$ cat src/rtl/chunked_addsub_if.sv
`default_nettype none
// ============================================================================
// Module   : chunked_addsub_if
// Purpose  : Operand/result handshake bundle for the chunked adder/subtractor.
// Revision : 1.0 - initial release
// ============================================================================
interface chunked_addsub_if #(
    parameter int WIDTH = 32
);
    logic             in_valid;
    logic             in_ready;
    logic [WIDTH-1:0] a;
    logic [WIDTH-1:0] b;
    logic             sub;
    logic             out_valid;
    logic             out_ready;
    logic [WIDTH-1:0] sum;
    logic             carryout;
    logic             overflow;

    modport master (
        output in_valid, a, b, sub, out_ready,
        input  in_ready, out_valid, sum, carryout, overflow
    );

    modport slave (
        input  in_valid, a, b, sub, out_ready,
        output in_ready, out_valid, sum, carryout, overflow
    );
endinterface
`default_nettype wire

$ cat src/rtl/chunked_addsub.sv
`default_nettype none
// ============================================================================
// Module   : chunked_addsub
// Purpose  : Multi-cycle two's-complement add/subtract, CHUNK bits per clock.
// Revision : 1.0 - initial release
// ============================================================================
module chunked_addsub #(
    parameter int WIDTH = 32,
    parameter int CHUNK = 4
) (
    input  logic             clk,
    input  logic             reset,
    chunked_addsub_if.slave  bus
);
    localparam int              c_N    = WIDTH / CHUNK;
    localparam int              c_CW   = (c_N > 1) ? $clog2(c_N) : 1;
    localparam logic [c_CW-1:0] c_LAST = c_CW'(c_N - 1);

    localparam logic [1:0] c_ST_IDLE = 2'd0;
    localparam logic [1:0] c_ST_RUN  = 2'd1;
    localparam logic [1:0] c_ST_DONE = 2'd2;

    typedef enum logic [1:0] {
        IDLE = c_ST_IDLE,
        RUN  = c_ST_RUN,
        DONE = c_ST_DONE
    } state_t;

    state_t           r_state;
    state_t           w_state_next;
    logic [WIDTH-1:0] r_a;
    logic [WIDTH-1:0] r_b;
    logic             r_a_msb;
    logic             r_b_msb;
    logic             r_carry;
    logic [c_CW-1:0]  r_cnt;
    logic [WIDTH-1:0] r_sum;
    logic             r_carryout;
    logic             r_overflow;

    logic [CHUNK:0]   w_chunk;
    logic [WIDTH-1:0] w_sum_next;
    logic [WIDTH-1:0] w_a_shift;
    logic [WIDTH-1:0] w_b_shift;
    logic             w_ovf;

    // Operands shift down so the active chunk is always in the low bits;
    // result chunks enter at the top and settle in place after N shifts.
    assign w_chunk = {1'b0, r_a[CHUNK-1:0]} + {1'b0, r_b[CHUNK-1:0]}
                   + {{CHUNK{1'b0}}, r_carry};

    generate
        if (CHUNK == WIDTH) begin : g_single
            assign w_sum_next = w_chunk[CHUNK-1:0];
            assign w_a_shift  = r_a;
            assign w_b_shift  = r_b;
        end else begin : g_multi
            assign w_sum_next = {w_chunk[CHUNK-1:0], r_sum[WIDTH-1:CHUNK]};
            assign w_a_shift  = {{CHUNK{1'b0}}, r_a[WIDTH-1:CHUNK]};
            assign w_b_shift  = {{CHUNK{1'b0}}, r_b[WIDTH-1:CHUNK]};
        end
    endgenerate

    // The last chunk's top bit is the result sign bit.
    assign w_ovf = (r_a_msb == r_b_msb) && (w_chunk[CHUNK-1] != r_b_msb);

    always_comb begin
        w_state_next = r_state;
        case (r_state)
            IDLE:    if (bus.in_valid)     w_state_next = RUN;
            RUN:     if (r_cnt == c_LAST)  w_state_next = DONE;
            DONE:    if (bus.out_ready)    w_state_next = IDLE;
            default:                       w_state_next = IDLE;
        endcase
    end

    always_ff @(posedge clk) begin
        if (reset) begin
            r_state    <= IDLE;
            r_a        <= '0;
            r_b        <= '0;
            r_a_msb    <= 1'b0;
            r_b_msb    <= 1'b0;
            r_carry    <= 1'b0;
            r_cnt      <= '0;
            r_sum      <= '0;
            r_carryout <= 1'b0;
            r_overflow <= 1'b0;
        end else begin
            r_state <= w_state_next;
            case (r_state)
                IDLE: begin
                    if (bus.in_valid) begin
                        r_a     <= bus.a;
                        r_b     <= bus.sub ? ~bus.b : bus.b;
                        r_a_msb <= bus.a[WIDTH-1];
                        r_b_msb <= bus.sub ^ bus.b[WIDTH-1];
                        r_carry <= bus.sub;
                        r_cnt   <= '0;
                    end
                end
                RUN: begin
                    r_a     <= w_a_shift;
                    r_b     <= w_b_shift;
                    r_sum   <= w_sum_next;
                    r_carry <= w_chunk[CHUNK];
                    r_cnt   <= r_cnt + c_CW'(1);
                    if (r_cnt == c_LAST) begin
                        r_carryout <= w_chunk[CHUNK];
                        r_overflow <= w_ovf;
                    end
                end
                default: begin
                end
            endcase
        end
    end

    assign bus.in_ready  = (r_state == IDLE);
    assign bus.out_valid = (r_state == DONE);
    assign bus.sum       = r_sum;
    assign bus.carryout  = r_carryout;
    assign bus.overflow  = r_overflow;
endmodule
`default_nettype wire

$ cat src/flat_wrapper.sv
// flat-port wrapper written by rule: the top's interface ports become plain ports
module chunked_addsub_flat 
#(
    parameter int WIDTH = 32,
    parameter int CHUNK = 4
)
  (clk, reset, bus_in_valid, bus_a, bus_b, bus_sub, bus_out_ready, bus_in_ready, bus_out_valid, bus_sum, bus_carryout, bus_overflow);
  chunked_addsub_if #(.WIDTH(WIDTH)) bus_i ();
  input  logic clk;
  input  logic reset;
  input wire logic [$bits(bus_i.in_valid)-1:0] bus_in_valid;
  input wire logic [$bits(bus_i.a)-1:0] bus_a;
  input wire logic [$bits(bus_i.b)-1:0] bus_b;
  input wire logic [$bits(bus_i.sub)-1:0] bus_sub;
  input wire logic [$bits(bus_i.out_ready)-1:0] bus_out_ready;
  output wire logic [$bits(bus_i.in_ready)-1:0] bus_in_ready;
  output wire logic [$bits(bus_i.out_valid)-1:0] bus_out_valid;
  output wire logic [$bits(bus_i.sum)-1:0] bus_sum;
  output wire logic [$bits(bus_i.carryout)-1:0] bus_carryout;
  output wire logic [$bits(bus_i.overflow)-1:0] bus_overflow;
  assign bus_i.in_valid = bus_in_valid;
  assign bus_i.a = bus_a;
  assign bus_i.b = bus_b;
  assign bus_i.sub = bus_sub;
  assign bus_i.out_ready = bus_out_ready;
  assign bus_in_ready = bus_i.in_ready;
  assign bus_out_valid = bus_i.out_valid;
  assign bus_sum = bus_i.sum;
  assign bus_carryout = bus_i.carryout;
  assign bus_overflow = bus_i.overflow;
  chunked_addsub #(.WIDTH(WIDTH), .CHUNK(CHUNK)) u_core (.clk(clk), .reset(reset), .bus(bus_i));
endmodule
$ cat config.mk
export PLATFORM = sky130hd
export DESIGN_NAME = chunked_addsub_flat
export DESIGN_NICKNAME = d
export VERILOG_FILES = /design/src/rtl/chunked_addsub_if.sv /design/src/rtl/chunked_addsub.sv /design/src/flat_wrapper.sv
export SDC_FILE = /design/constraint.sdc
export NUM_CORES = 1
export LEC_CHECK = 0
export CELL_PAD_IN_SITES_DETAIL_PLACEMENT = 1
export CELL_PAD_IN_SITES_GLOBAL_PLACEMENT = 2
export CORE_UTILIZATION = 26
export DETAILED_ROUTE_END_ITERATION = 8
export PLACE_DENSITY = 0.87
export SLEW_MARGIN = 10
export SYNTH_ARGS = -nofsm -noshare
export SYNTH_HDL_FRONTEND = slang
export SYNTH_SLANG_ARGS = --single-unit
$ cat constraint.sdc
create_clock -name clk -period 1.75 [get_ports clk]
set_input_delay 0.525 -clock clk [delete_from_list [all_inputs] [get_ports clk]]
set_output_delay 0.525 -clock clk [all_outputs]
set_load 0.02 [all_outputs]
Word-level counts from Yosys, hierarchy flattened
Cells that the tools add are included.
- flip-flop bits (word level): 106
- input bits: 69
- output and inout port bits: 36
- word-level logic and storage cells: 43
- add/subtract/negate cells: 3
- equality and inequality tests: 8
- muxes and demuxes: 13
- bitwise gates (word level): 2
- reductions and logical operators: 7
- operators with widths (kind ; count):
    one-hot mux 32 bit (2 select lines) ; 2
    two-way mux 32 bit ; 3
    inverter 32 bit ; 1
    two-way mux 2 bit ; 3
    one-hot mux 2 bit (3 select lines) ; 1
    one-hot mux 3 bit (2 select lines) ; 1
    AND reduction 2 bit ; 3
    adder 4 x 4 -> 5 bit ; 1
    adder 5 x 1 -> 5 bit ; 1
    != test 2 bit (second input constant) ; 2
    adder 3 x 1 -> 3 bit (second input constant) ; 1
    equality test 3 bit (second input constant) ; 1
    two-way mux 3 bit ; 1
    AND reduction 3 bit ; 1
    equality test 2 x 1 -> 1 bit (second input constant) ; 1
    equality test 2 bit (second input constant) ; 1
    zero test 2 bit ; 1
    != test 2 x 1 -> 1 bit (second input constant) ; 1
    one-hot mux 1 bit (2 select lines) ; 1
    nonzero test 2 bit ; 1
    equality test 1 bit ; 1
    logical AND 1 bit ; 1
    two-way mux 1 bit ; 1
    != test 1 bit ; 1
    bitwise XOR 1 bit ; 1

Longest topological paths before layout
Gate-level depths: netlist (run 1).
- depth in word-level cells: 4
- gate-level depth with buffers: 7
- gate-level depth less buffers: 7

Worst setup path after synthesis (run 1)
Ideal clock, no wire load.
- kind: flip-flop to flip-flop
- from: register u_core.r_carry
- to: register u_core.r_overflow (netlist: u_core.bus.overflow)
- library setup time: 0.091 ns
- arrival: 1.590 ns
- data required time: 1.659 ns
- path slack: 0.069 ns
- cell stages (with the launch flop): 6
- buffers on the path: 0
- period minus slack after synthesis: 1.681 ns
- cell sequence: dfxtp_1 > fa_1 > nand3_1 > a21oi_1 > or4_1 > a311oi_1
- cells in the longest elaborated chain, start to end: 3
- ends and longest elaborated chain (element ; line ; source):
    start, declared ; chunked_addsub.sv:35 ; logic r_carry;
    start signal, assigned ; chunked_addsub.sv:98 ; r_carry <= bus.sub;
    start signal, assigned ; chunked_addsub.sv:106 ; r_carry <= w_chunk[CHUNK];
    adder 5 x 1 -> 5 bit ; chunked_addsub.sv:50 ; + {{CHUNK{1'b0}}, r_carry};
    != test 1 bit ; chunked_addsub.sv:65 ; assign w_ovf = (r_a_msb == r_b_msb) && (w_chunk[CHUNK-1] != r_b_msb);
    logical AND 1 bit ; chunked_addsub.sv:65 ;
    end signal, assigned ; chunked_addsub.sv:110 ; r_overflow <= w_ovf;
    end, declared ; chunked_addsub.sv:39 ; logic r_overflow;
No other way between the ends.
A chain may end at the register's enable or synchronous reset.

Worst setup path after layout (run 1)
- from: register u_core.r_state[1]
- to: output port bus_out_valid
- cells in the longest elaborated chain, start to end: 1
- ends and longest elaborated chain (element ; line ; source):
    start, declared ; chunked_addsub.sv:29 ; state_t r_state;
    start signal, assigned ; chunked_addsub.sv:90 ; r_state <= w_state_next;
    equality test 2 bit ; chunked_addsub.sv:120 ; assign bus.out_valid = (r_state == DONE);
    end, declared ; flat_wrapper.sv:17 ; output wire logic [$bits(bus_i.out_valid)-1:0] bus_out_valid;
No other way between the ends.

==> out/metrics.cfg, run 1 <==
[setup_path]
cp-start-kind = register
cp.required_ns = 1.22
crit_chain = nor2b_1 -> clkdlybuf4s15_2
crit_family = flip-flops
end_kind = output pin
critPathMaxFanout = 3
crit_type = reg2out
slowest_stage = dfxtp_1
critPathBufInv = 1
critPathMaxStageDelay_ns = 0.36
arrival_ns = 1.21

[synth]
synth.avg_cell_area_um2 = 8.06
synth_area_mm2 = 0.00469
synth_edf_count = 0
synth_top_cell_by_area = dfxtp_1
syn_nets = 657
ys_ff_latch = 106
synth_common_cells = nand2_1 (151), dfxtp_1 (106), nor2_1 (47)
synth_ff_type = dfxtp_1
synth.most_common_cell = nand2_1
yosysSeqAreaShare = 0.453
synthCells = 581
async_flop_share = 0
synthTopCellsByArea = dfxtp_1 (45%), nand2_1 (12%), a311oi_1 (5.4%)
yosysUniqueCellTypes = 32
yosysWarnings = 0
synth_top_area_share = 0.453

[min_path]
hp-class = reg2reg

[timing]
finalHoldViolCount = 0
worst_slack_ns = 0.0126
period_share = 0.993
slew_viol_final = 0
rsz0062_at_grt = yes
worstMarginPinSlew_ns = 0.402
fmax_mhz = 576
finalSetupViolCount = 0
tns_ns = 0
max_slew_margin = 0.732
clock_skew_ns = 0.00788
fin_crit_ns = 1.74

[placement]
numPortBuffers = 104
pre_cts_ws_ns = -0.280
place_congestion = 0.749
place_inst = 890
dp_hpwl_um = 9590
placed_cell_area_mm2 = 0.00609

[grt]
grt_pass1_wl_um = 22200
grt_overflow_total = 0
grt_pass1_vias = 4386
grt_max_degree = 67
grt_antenna_before_repair = 0
track_usage = 0.154

[final_layout]
diodes = 0
layout-drive-gt1-share = 0.0954
finalNetCount = 752
area_delta_synth_final_pct = 36.4
design_area_mm2 = 0.00639
fin_cells = 906

[outcome]
outcome = finished, final reports clean

[floorplan]
initial_utilization = 0.268
die-width_um = 136
die_area_mm2 = 0.0186
rows = 48
die_height_um = 136
core-area_mm2 = 0.0175
io_pins = 105

[route]
avgRoutedWirePerCell_um = 15.0
wirelength_um = 13600
dr.pass1.iters = 4
drtIter0Drc = 189
drc = 0
ant_nets = 0
vias_per_cell = 4.74
via_count = 4295

[run]
max_cap_viol_count = 0

[power_and_ir_drop]
peakVddDrop_mv = 0.453
p_leak_nw = 2.51
cellPowerDensity_mw_per_mm2 = 871

[cts]
cts_setup_buffers = 0
cts-hold-fix-buffers = 0
clock_sinks = 106
root_buffer = clkbuf_16
cts_buffers = 9
cts_max_level = 3
clk_latency_ns = 0.36
clk_pin_slew_ns = 0.08
cts_tree = built
cts.path.max_buffers = 2

-- worst paths after layout --
path | startpoint | to | slack (ns) | cells past startpoint
setup reg to reg | u_core.r_carry | u_core.bus.overflow | 0.03 | 5
hold reg to reg | u_core.bus.sum[2] | u_core.bus.sum[2] | 0.46 | 2
setup / recovery | u_core.r_state[1] | bus_out_valid | 0.01 | 2
hold / removal | u_core.bus.sum[2] | u_core.bus.sum[2] | 0.46 | 2
-- layout by cell type, fill, tap and decap left out, types with 23 or more instances in the layout --
master / n
xor2_1: 29
clkdlybuf4s50_1: 66
nor2b_1: 30
nand2_1: 151
buf_4: 23
a311oi_1: 28
o21ai_0: 27
nor2_1: 45
dlygate4sd2_1: 34
dfxtp_1: 102
a22oi_1: 32
a21oi_1: 40
-- stage by stage --
| stage | total power [mW] | hold slack [ns] | util |
|---|---|---|---|
| finish | 5.57 | 0.462 | 0.366 |
| detailed placement | 3.63 | 0.456 | 0.348 |
| global placement | 3.59 | 0.442 | 0.348 |
| CTS | 5.63 | 0.468 | 0.364 |
| global route | 5.83 | 0.483 | 0.366 |
| floorplan | 3.20 | 0.437 | - |
-- state kept, by name, summed over array words and instances, names as in the netlist --
register and count:
u_core.r_cnt 3, u_core.r_b 32, u_core.bus.overflow 1, u_core.r_b_msb 1
u_core.bus.sum 32, u_core.bus.carryout 1, u_core.r_a 32, u_core.r_state 2
u_core.r_a_msb 1, u_core.r_carry 1
-- report_power, final --
part	total (mW)	leakage, nW	switching, mW	internal [mW]
Combinational	0.936	1.50	0.482	0.455
Clock	1.98	0.140	0.990	0.994
Sequential	2.65	0.869	0.0930	2.56
-- layer usage --
metal  vias to the layer above  wire length (um)  global-route usage
li1                       2144                 -                   -
met1                      2051              6260               0.191
met2                        88              6450               0.255
met3                        12               679              0.0403
met4                         0               187              0.0531
met5                         -                 0                   0
-- repair_timing --
item / 4_1_cts / 5_1_grt
setup endpoints to repair: 41 / 34
pin swaps: 1 / 0
gates resized for setup: 47 / 9
endpoints found under the hold margin: 0 / 0
-- final cells by class --
type / count / area, um^2
repair buffers: 134 / 1310
inverters: 5 / 18.8
clock buffers: 9 / 225
well taps: 225 / 282
fillers: 2046 / 11100
multi-input cells: 420 / 2370
clock inverters: 7 / 61.3
flip-flops and latches: 106 / 2130
-- worst register-to-register path, cell delays in order, from the launching register on --
cell	delay [ns]
dfxtp_2	0.34
fa_2	0.38
nand3_1	0.09
a21oi_1	0.09
or4_1	0.49
a311oi_2	0.25
-- cell families after synthesis --
| kind of cell | Yosys count | share of synthesized area |
|---|---|---|
| AND/OR/NAND/NOR | 240 | 0.214 |
| flip-flops | 106 | 0.453 |
| adder cells (fa/ha/maj) | 7 | 0.0219 |
| AO/OA/AOI/OAI | 140 | 0.196 |
| XOR/XNOR | 33 | 0.0617 |
| buffers and inverters | 55 | 0.0529 |
Note: power is estimated with default switching activity, not from simulation.
==> run 2: changes to the inputs <==
--- a/config.mk
+++ b/config.mk
@@ -5,6 +5,7 @@
 export SDC_FILE = /design/constraint.sdc
 export NUM_CORES = 1
 export LEC_CHECK = 0
+export CAP_MARGIN = 20
 export CELL_PAD_IN_SITES_DETAIL_PLACEMENT = 1
 export CELL_PAD_IN_SITES_GLOBAL_PLACEMENT = 2
 export CORE_UTILIZATION = 26
==> results of run 2 <==
No change in the layout: final DEF, timing and power equal those of run 1.
